===== config.mk =====
export PLATFORM = sky130hd
export DESIGN_NAME = mem_wb_stage
export DESIGN_NICKNAME = d
export VERILOG_FILES = /design/src/rtl/cpu_pkg.sv /design/src/rtl/sat_counter.sv /design/src/rtl/mem_wb_stage.sv
export SDC_FILE = /design/constraint.sdc
export NUM_CORES = 1
export LEC_CHECK = 0
export BUFFER_PORTS_ARGS = -buffer_cell sky130_fd_sc_hd__buf_2
export CORE_ASPECT_RATIO = 1.2
export CORE_MARGIN = 2
export CORE_UTILIZATION = 51
export DETAILED_ROUTE_END_ITERATION = 7
export MAX_ROUTING_LAYER = met4
export PLACE_DENSITY = 0.83
export SYNTH_ARGS = -nofsm -noshare
export SYNTH_HDL_FRONTEND = slang
export SYNTH_HIERARCHICAL = 1
export SYNTH_SLANG_ARGS = --single-unit

===== constraint.sdc =====
create_clock -name clk -period 5.04 [get_ports clk]
set_clock_uncertainty 0.2 [all_clocks]
set_input_delay 0.252 -clock clk [delete_from_list [all_inputs] [get_ports clk]]
set_output_delay 0.252 -clock clk [all_outputs]
set_load 0.02 [all_outputs]

===== src/rtl/cpu_pkg.sv =====
// Shared constants and state encoding for the 8-bit core pipeline.
package cpu_pkg;

  localparam int unsigned DATA_W     = 8;
  localparam int unsigned REG_ADDR_W = 3;
  localparam int unsigned CNT_W      = 16;

  typedef enum logic {
    ST_RUN  = 1'b0,
    ST_HALT = 1'b1
  } wb_state_e;

endpackage : cpu_pkg


===== src/rtl/sat_counter.sv =====
// Width-parameterised saturating up-counter with enable; sticks at all-ones.
module sat_counter #(
  parameter int unsigned W = 16
) (
  input  logic         clk,
  input  logic         reset,
  input  logic         en,
  output logic [W-1:0] count
);

  logic [W-1:0] count_q;
  logic [W-1:0] count_d;

  always_comb begin
    count_d = count_q;
    if (en && (count_q != {W{1'b1}})) begin
      count_d = count_q + W'(1);
    end
  end

  always_ff @(posedge clk or posedge reset) begin
    if (reset) begin
      count_q <= '0;
    end else begin
      count_q <= count_d;
    end
  end

  assign count = count_q;

endmodule : sat_counter


===== src/rtl/mem_wb_stage.sv =====
// MEM/WB pipeline register: write-back select, retire counting and halt tracking.
module mem_wb_stage
  import cpu_pkg::*;
#(
  parameter int unsigned DATA_W     = cpu_pkg::DATA_W,
  parameter int unsigned REG_ADDR_W = cpu_pkg::REG_ADDR_W,
  parameter int unsigned CNT_W      = cpu_pkg::CNT_W
) (
  input  logic                  clk,
  input  logic                  reset,
  input  logic                  stall,
  input  logic                  flush,
  input  logic                  ex_valid,
  input  logic [DATA_W-1:0]     ex_alu_result,
  input  logic [DATA_W-1:0]     mem_read_data,
  input  logic [REG_ADDR_W-1:0] ex_rd,
  input  logic                  ex_reg_write,
  input  logic                  ex_mem_to_reg,
  input  logic                  ex_halt,
  output logic                  wb_valid,
  output logic                  wb_reg_write,
  output logic [REG_ADDR_W-1:0] wb_rd,
  output logic [DATA_W-1:0]     wb_data,
  output logic                  halted,
  output logic [CNT_W-1:0]      retire_count
);

  wb_state_e             state_q, state_d;
  logic                  wb_valid_q, wb_valid_d;
  logic                  wb_reg_write_q, wb_reg_write_d;
  logic [REG_ADDR_W-1:0] wb_rd_q, wb_rd_d;
  logic [DATA_W-1:0]     wb_data_q, wb_data_d;
  logic                  retire_en;
  logic [DATA_W-1:0]     wb_sel_c;

  assign wb_sel_c = ex_mem_to_reg ? mem_read_data : ex_alu_result;

  // Next-state: flush beats stall beats load; HALT only clears the valid bits.
  always_comb begin
    state_d        = state_q;
    wb_valid_d     = wb_valid_q;
    wb_reg_write_d = wb_reg_write_q;
    wb_rd_d        = wb_rd_q;
    wb_data_d      = wb_data_q;
    retire_en      = 1'b0;
    unique case (state_q)
      ST_RUN: begin
        if (flush) begin
          wb_valid_d     = 1'b0;
          wb_reg_write_d = 1'b0;
          wb_rd_d        = '0;
          wb_data_d      = '0;
        end else if (!stall) begin
          wb_valid_d     = ex_valid;
          wb_reg_write_d = ex_valid & ex_reg_write & ~ex_halt;
          wb_rd_d        = ex_rd;
          wb_data_d      = wb_sel_c;
          retire_en      = ex_valid;
          if (ex_valid && ex_halt) begin
            state_d = ST_HALT;
          end
        end
      end
      ST_HALT: begin
        wb_valid_d     = 1'b0;
        wb_reg_write_d = 1'b0;
      end
      default: state_d = ST_RUN;
    endcase
  end

  always_ff @(posedge clk or posedge reset) begin
    if (reset) begin
      state_q        <= ST_RUN;
      wb_valid_q     <= 1'b0;
      wb_reg_write_q <= 1'b0;
      wb_rd_q        <= '0;
      wb_data_q      <= '0;
    end else begin
      state_q        <= state_d;
      wb_valid_q     <= wb_valid_d;
      wb_reg_write_q <= wb_reg_write_d;
      wb_rd_q        <= wb_rd_d;
      wb_data_q      <= wb_data_d;
    end
  end

  sat_counter #(
    .W(CNT_W)
  ) u_retire_cnt (
    .clk   (clk),
    .reset (reset),
    .en    (retire_en),
    .count (retire_count)
  );

  assign wb_valid     = wb_valid_q;
  assign wb_reg_write = wb_reg_write_q;
  assign wb_rd        = wb_rd_q;
  assign wb_data      = wb_data_q;
  assign halted       = (state_q == ST_HALT);

endmodule : mem_wb_stage

== Word-level counts from Yosys, hierarchy flattened ==
Index checks and enable logic that the tools add are counted.

* Reduce and logical (&&, ||, !) cells: 3
* Muxes and demuxes: 18
* Equality and inequality tests: 3
* Bitwise logic cells: 4
* Add/sub/neg operators: 1

{| class="wikitable"
|+ Operators by type and width
! kind !! count
|-
| 8-bit 2-to-1 mux || 3
|-
| 16-bit by 1-bit adder with 16-bit output (second input constant) || 1
|-
| 16-bit != test (second input constant) || 1
|-
| 1-bit 2-to-1 mux || 11
|-
| 3-bit 2-to-1 mux || 2
|-
| 1-bit one-hot mux with 2 select lines || 2
|-
| 3-bit != test (second input constant) || 1
|-
| 1-bit bitwise AND || 2
|-
| 1-bit logical AND || 2
|-
| 2-bit by 1-bit != test with 1-bit output (second input constant) || 1
|-
| 1-bit inverter || 2
|-
| 2-bit AND reduction || 1
|}

* Output and inout bits: 30
* Register bits after elaboration: 30

== Depth between registers and ports, before layout ==
Gate-level depths: netlist (run 1).

* Depth in word-level cells: 5
* Mapped depth: 6

== Cells and area by module ==
Netlist (run 1), hierarchy kept.

{| class="wikitable"
|+ By module, submodules not included
! module !! seq. area each (um2) !! times used !! area each (um2) !! cells each
|-
| sat_counter || 400.4 || 1 || 805.8 || 71
|-
| mem_wb_stage || 350.3 || 1 || 635.6 || 49
|}

== Worst setup path before layout (run 1) ==
Ideal clock, no wire load.

* Path kind: register to register
* From: register state_q (netlist: halted)
* To: register u_retire_cnt.count_q[14] (netlist: u_retire_cnt/count[14])
* Data required time: 4.715 ns
* Stages on the path, launching flop included: 6
* Clock period less this slack: 2.122 ns
* Path slack: 2.918 ns
* Arrival: 1.797 ns
* Cells stage by stage: dfrtp_1 -> nor3b_1 -> and4_1 -> nand3_1 -> nor2_1 -> mux2_2

* Longest elaborated chain between the ends: 2

{| class="wikitable"
|+ RTL lines
! item !! RTL line !! source
|-
| start, declared || mem_wb_stage.sv:28 || <nowiki>wb_state_e state_q, state_d;</nowiki>
|-
| start signal, assigned || mem_wb_stage.sv:80 || <nowiki>state_q <= state_d;</nowiki>
|-
| 1-bit 2-to-1 mux || mem_wb_stage.sv:46 || <nowiki>unique case (state_q)</nowiki>
|-
| via retire_en || mem_wb_stage.sv:33 || <nowiki>logic retire_en;</nowiki>
|-
| 1-bit logical AND || sat_counter.sv:16 || <nowiki>if (en && (count_q != {W{1'b1}})) begin</nowiki>
|-
| end signal, assigned || sat_counter.sv:25 || <nowiki>count_q <= count_d;</nowiki>
|-
| end, declared || sat_counter.sv:11 || <nowiki>logic [W-1:0] count_q;</nowiki>
|}

The timed path passes the listed nets, and every way through them passes these cells.
A chain may end at the register's enable or synchronous reset.

== Worst setup path after layout (run 1) ==
* From: input flush
* To: register u_retire_cnt.count_q[14] (netlist: u_retire_cnt/count[14])

* Longest elaborated chain between the ends: 3

{| class="wikitable"
|+ RTL lines
! item !! RTL line !! source
|-
| start, declared || mem_wb_stage.sv:12 || <nowiki>input logic flush,</nowiki>
|-
| 1-bit 2-to-1 mux || mem_wb_stage.sv:48 || <nowiki>if (flush) begin</nowiki>
|-
| 1-bit 2-to-1 mux || mem_wb_stage.sv:46 ||
|-
| via retire_en || mem_wb_stage.sv:33 ||
|-
| 1-bit logical AND || sat_counter.sv:16 ||
|}

The timed path passes the listed nets, and every way through them passes these cells.

==> impl_metrics.yaml, run 1 <==
status:
  outcome: "complete, no violations"
routing:
  dr.pass1.iters: 4
  wire_per_inst_um: 14.0
  vias_per_cell: 5.52
  postRouteWirelength_um: 3090
  route.detailed.drc: 0
  ant_nets: 0
  vias: 1221
  drt-initial-drc-count: 33
synthesis:
  synth.top_cell.area_share_pct: 52.1
  synthCells: 120
  synth.net_count: 148
  ys_warn_count: 6
  seq_area_frac_synth_pct: 52.1
  yosysTopAreaCell: "dfrtp_1"
  ys_top_cells_by_area: "dfrtp_1 (52%), xnor2_1 (6.7%), mux2i_1 (6.3%)"
  avgSynthCellArea_um2: 12.0
  synthesis.area_mm2: 0.00144
  ys_ff_latch: 30
  ys_types: 33
final_layout:
  diodes: 0
  final_cell_count_no_fill: 221
  layout_commonest_cell: "buf_2"
  final_cell_mix: "buf_2 (56), dfrtp_1 (30), xnor2_1 (11)"
  area_delta_synth_final_pct: 28.6
  drive_gt1_share_pct: 38.5
  finalNetCount: 214
critical_path:
  cpPeakStageDelay_ps: 540
  path_class: "input port to flop"
  cp.arrival_ps: 2450
  critical-path-top-delay-family: "simple AND/OR/NAND/NOR gates"
  crit_fanout: 6
  start_kind: "input port"
  path_cells: "dlygate4sd3_1 -> buf_2 -> nor3b_1 -> and4_1 -> nand3_1 -> nor2_1 -> mux2_2"
  worstPathRequired_ps: 5050
  cpMaxStageDelayCell: "dlygate4sd3_1"
  path_buf_inv: 2
  worst_setup_path_end_kind: "flop"
timing:
  slew_violations: 0
  worst_pin_slew_ps: 619
  max_freq_mhz: 410
  period_share_pct: 48.5
  relSlewSlack_pct: 58.7
  rsz0062_at_grt: "no"
  fin_crit_ps: 2440
  hold_violations: 0
  fin_setup_tns_ps: 0
  setup_viol: 0
clock_tree:
  post_cts_buffers: 0
  path_clk_slew_ps: 90
  clock-sinks: 30
  cts_root_buf: "clkbuf_4"
  hold_buffers: 6
  worstSkewPairLatency_ps: 330
  cts_resized: 0
  cts_tree: "yes"
  cts_made_buffers: 5
  cts_max_level: 2
  cts_max_path_buffers: 2
power_and_ir_drop:
  power.density_mw_per_mm2: 336
  max-vdd-ir-drop_mv: 0.346
  power.leakage_uw: 0.000976
die:
  num_io_pins: 57
  start_util_pct: 52.7
  die_h_um: 62.2
  design.core.area_mm2: 0.00273
  die_x_um: 52.5
  placementRows: 21
  dieArea_mm2: 0.00327
placement:
  place_inst: 207
  place_congestion: 0.843
  place_hpwl_um: 2280
  portBuffers: 56
grt:
  grt_pass1_vias: 1148
  grtUsageTotal_pct: 21.9
  antenna_found_initial: 0
  grt_max_degree: 17
  grt_overflow: 0
  grt_pass1_wl_um: 5090
flow_run:
  maxCapViolations: 0
min_path:
  hold_class: "input port to flop"
==> kinds of logic after synthesis <==
| kind of cell | after synthesis | synth area share [%] |
|---|---|---|
| XOR/XNOR | 11 | 6.68 |
| AO/OA/AOI/OAI | 18 | 9.72 |
| multiplexers | 11 | 7.81 |
| adder cells (fa/ha/maj) | 1 | 0.868 |
| flip-flops | 30 | 52.1 |
| AND/OR/NAND/NOR | 43 | 20.0 |
| buffers and inverters | 6 | 2.86 |
==> power by group <==
group | switching (uW) | total, uW | leakage, uW | internal (uW)
Combinational | 96.3 | 168 | 0.000537 | 71.3
Clock | 78.6 | 146 | 0.0000353 | 67.5
Sequential | 30.4 | 310 | 0.000403 | 279
Total | 205 | 623 | 0.000976 | 418
==> layout make-up <==
class	instances	area [um2]
Fill cell	225	878
Sequential cell	30	751
Tap cell	34	42.5
Inverter	3	11.3
Multi-Input combinational cell	84	649
Timing Repair Buffer	62	340
Clock inverter	1	5.00
Clock buffer	7	55.1
==> worst reg2reg max path, cell delays in order (launching register included) <==
cell	delay (ps)
dfrtp_1	460
nor3b_1	550
and4_1	350
nand3_1	140
nor2_1	140
mux2_2	340
==> final timing paths <==
kind	start	endpoint	slack, ps	cells past startpoint
setup / recovery	flush	u_retire_cnt/count[14]	2600	7
hold / removal	ex_alu_result[0]	wb_data[0]	9	3
setup reg to reg	halted	u_retire_cnt/count[14]	2740	5
hold reg to reg	wb_data[7]	wb_data[7]	290	1
max in group asynchronous	reset	u_retire_cnt/count[13]	3870	3
min in group asynchronous	reset	halted	320	3
==> cell usage after synthesis (all sizes together) <==
cell type,number
nor2b,1
nor4bb,1
nor4,1
nor3b,1
mux2,2
buf,3
nand2,7
nor3,3
nand3,7
o2bb2ai,8
dfrtp,30
inv,3
ha,1
mux2i,9
nor2,3
or3,1
xnor2,11
nand4,7
a22o,3
nand2b,1
o21a,1
a21oi,4
a21o,1
and2,1
and3,5
and4,4
a31o,1
==> metal layers <==
| layer | vias to the layer above | wire [um] | track usage (%) | share of wire (%) |
|---|---|---|---|---|
| met3 | 7 | 233 | 6.01 | 7.5 |
| met4 | 0 | 74 | 9.62 | 2.4 |
| met2 | 54 | 1570 | 32.8 | 51 |
| met1 | 575 | 1220 | 27.5 | 39 |
| li1 | 585 | - | - | - |
| met5 | - | 0 | - | 0 |
==> flip-flops by register name (all words and copies together) (netlist names) <==
name	flops
wb_rd	3
u_retire_cnt/count	16
halted	1
wb_data	8
wb_valid	1
wb_reg_write	1
==> stage by stage <==
stage	setup WS [ps]	total power, uW	hold slack [ps]	instance area (um2)	util, %
finish	2600	623	8.68	1850	67.9
floorplan	2920	414	-58.8	1440	-
CTS	2640	629	6.01	1850	67.9
detailed placement	2640	478	110	1730	63.5
global route	2440	659	36.0	1850	67.9
global placement	2720	472	104	1730	63.5
Power figures use the tool's default switching activity.
==> inputs of run 2 (changes only) <==
--- a/config.mk
+++ b/config.mk
@@ -8,10 +8,10 @@
 export BUFFER_PORTS_ARGS = -buffer_cell sky130_fd_sc_hd__buf_2
 export CORE_ASPECT_RATIO = 1.2
 export CORE_MARGIN = 2
-export CORE_UTILIZATION = 51
+export CORE_UTILIZATION = 43
 export DETAILED_ROUTE_END_ITERATION = 7
 export MAX_ROUTING_LAYER = met4
-export PLACE_DENSITY = 0.83
+export PLACE_DENSITY = 0.75
 export SYNTH_ARGS = -nofsm -noshare
 export SYNTH_HDL_FRONTEND = slang
 export SYNTH_HIERARCHICAL = 1
==> constraint.sdc (replaced) <==
create_clock -name clk -period 2 [get_ports clk]
set_clock_uncertainty 0.2 [all_clocks]
set_input_delay 0.1 -clock clk [delete_from_list [all_inputs] [get_ports clk]]
set_output_delay 0.1 -clock clk [all_outputs]
set_load 0.02 [all_outputs]
==> run 2 against run 1 <==
Compared with the run above:
- sequential share of layout area decreased by 5.2 points
- highest routed layer unchanged
- utilization decreased by 2.8 points
- largest power group unchanged
- largest cell class unchanged
- clock-buffer cell count unchanged
- setup slack got worse by 2500 ps
- combinational power increased to 2.7 times the previous value
- via count increased by 5.6%
- clock power increased to 3.3 times the previous value
- power increased to 2.8 times the previous value
==> impl_metrics.yaml, run 2 (synthesis results as in run 1) <==
final_layout:
  largest_register_ffs: 16
  fin_area_mm2: 0.00213
  final_cell_mix: "buf_2 (55), dfrtp_1 (29), dlygate4sd3_1 (24)"
  drive_gt1_share_pct: 38.9
  area_delta_synth_final_pct: 48.0
  utilization_pct: 65.0
  diodes: 0
  layout_commonest_cell: "buf_2"
  finalNetCount: 238
power_and_ir_drop:
  p_total_uw: 1730
  power.leakage_uw: 0.00110
  max-vdd-ir-drop_mv: 0.672
  power.density_mw_per_mm2: 810
timing:
  max_freq_mhz: 517
  relSlewSlack_pct: 58.3
  worst_pin_slew_ps: 625
  fin_crit_ps: 1940
  period_share_pct: 96.8
  slew_violations: 0
  fin_setup_tns_ps: 0
  hold_violations: 0
  setup_viol: 0
  hold_slack_ps: 54.3
clock_tree:
  path_clk_slew_ps: 60
  worstSkewPairLatency_ps: 280
  cts_max_level: 2
  cts_tree: "yes"
  cts_root_buf: "clkbuf_8"
  cts_max_path_buffers: 2
  cts_made_buffers: 5
  clock-sinks: 30
critical_path:
  rrSetupSlack_ps: 90
  crit_fanout: 6
  worst_setup_path_end_kind: "flop"
  ff2ff_path_depth: 6
  path_class: "input port to flop"
  startpoint: "flush"
  cp.arrival_ps: 1890
  start_kind: "input port"
  r2r_start: "halted"
  crit_end: "u_retire_cnt/count[13]"
  rr_endpoint: "u_retire_cnt/count[13]"
  worstPathRequired_ps: 1950
status:
  outcome: "complete, no violations"
routing:
  postRouteWirelength_um: 3700
  wire_per_inst_um: 14.9
  drt-initial-drc-count: 31
  ant_nets: 0
  vias: 1289
  route.detailed.drc: 0
  dr.pass1.iters: 4
  vias_per_cell: 5.20
die:
  die_h_um: 67.4
  dieArea_mm2: 0.00383
  die_x_um: 56.9
  num_io_pins: 57
  start_util_pct: 43.9
  design.core.area_mm2: 0.00328
  placementRows: 23
min_path:
  hold_class: "input port to flop"
placement:
  place_congestion: 0.780
  portBuffers: 56
  place_hpwl_um: 2560
  placed_area_mm2: 0.00177
grt:
  grtUsageTotal_pct: 21.3
  grt_max_degree: 17
  grt_overflow: 0
  antenna_found_initial: 0
  grt_pass1_wl_um: 6010
  grt_pass1_vias: 1296
flow_run:
  maxCapViolations: 0
==> run 2: cell types whose count changed in the layout (fill, tap and decap cells not counted), sizes merged <==
cell / change
dlygate4sd3: +18
buf: +6
==> run 2: worst min-delay path by stage <==
stage	startpoint	to	slack [ps]	cells past startpoint
floorplan	reset	halted	-210	1
global placement	reset	wb_data[5]	-40	2
detailed placement	reset	wb_data[5]	-40	2
CTS	stall	wb_valid	50	4
global route	stall	wb_valid	90	4
finish	stall	wb_valid	50	4
==> run 2: power by group <==
group          internal [uW]  switching (uW)  total (uW)
sequential               706            82.1         788
combinational            208             252         461
clock                    276             203         479
total                   1190             537        1730
==> run 2: area by class of cell <==
type                            instances  area (um2)
Fill cell                             268        1150
Sequential cell                        30         752
Clock buffer                            7        86.3
Timing Repair Buffer                   86         568
Clock inverter                          1        5.00
Inverter                                3        11.3
Multi-Input combinational cell         84         664
Tap cell                               37        46.3
==> run 2: metrics by stage <==
stage               worst slack [ps]  cells
detailed placement               138    213
CTS                              115    245
global route                   -43.9    248
floorplan                       38.1    120
finish                          64.5    248
global placement                 197    213
==> run 2: repair_timing <==
item,in CTS,in global routing
setup buffers,0,4
resized for setup,0,3
endpoints found under the setup margin,0,2
endpoints found under the hold margin,44,0
hold buffers,24,0
==> run 2: per-layer routing <==
layer / wire length [um] / global-route usage, %
met4: 69 / 9.88
met1: 1470 / 22.2
met2: 1910 / 38.4
met5: 0 / -
met3: 248 / 4.98
==> run 2: critical path, stage by stage <==
cell           delay [ps]
dlygate4sd3_1         630
nor3b_2               220
buf_4                 160
nand3_2               110
nor4_4                370
nand4_1               150
xnor2_1               150
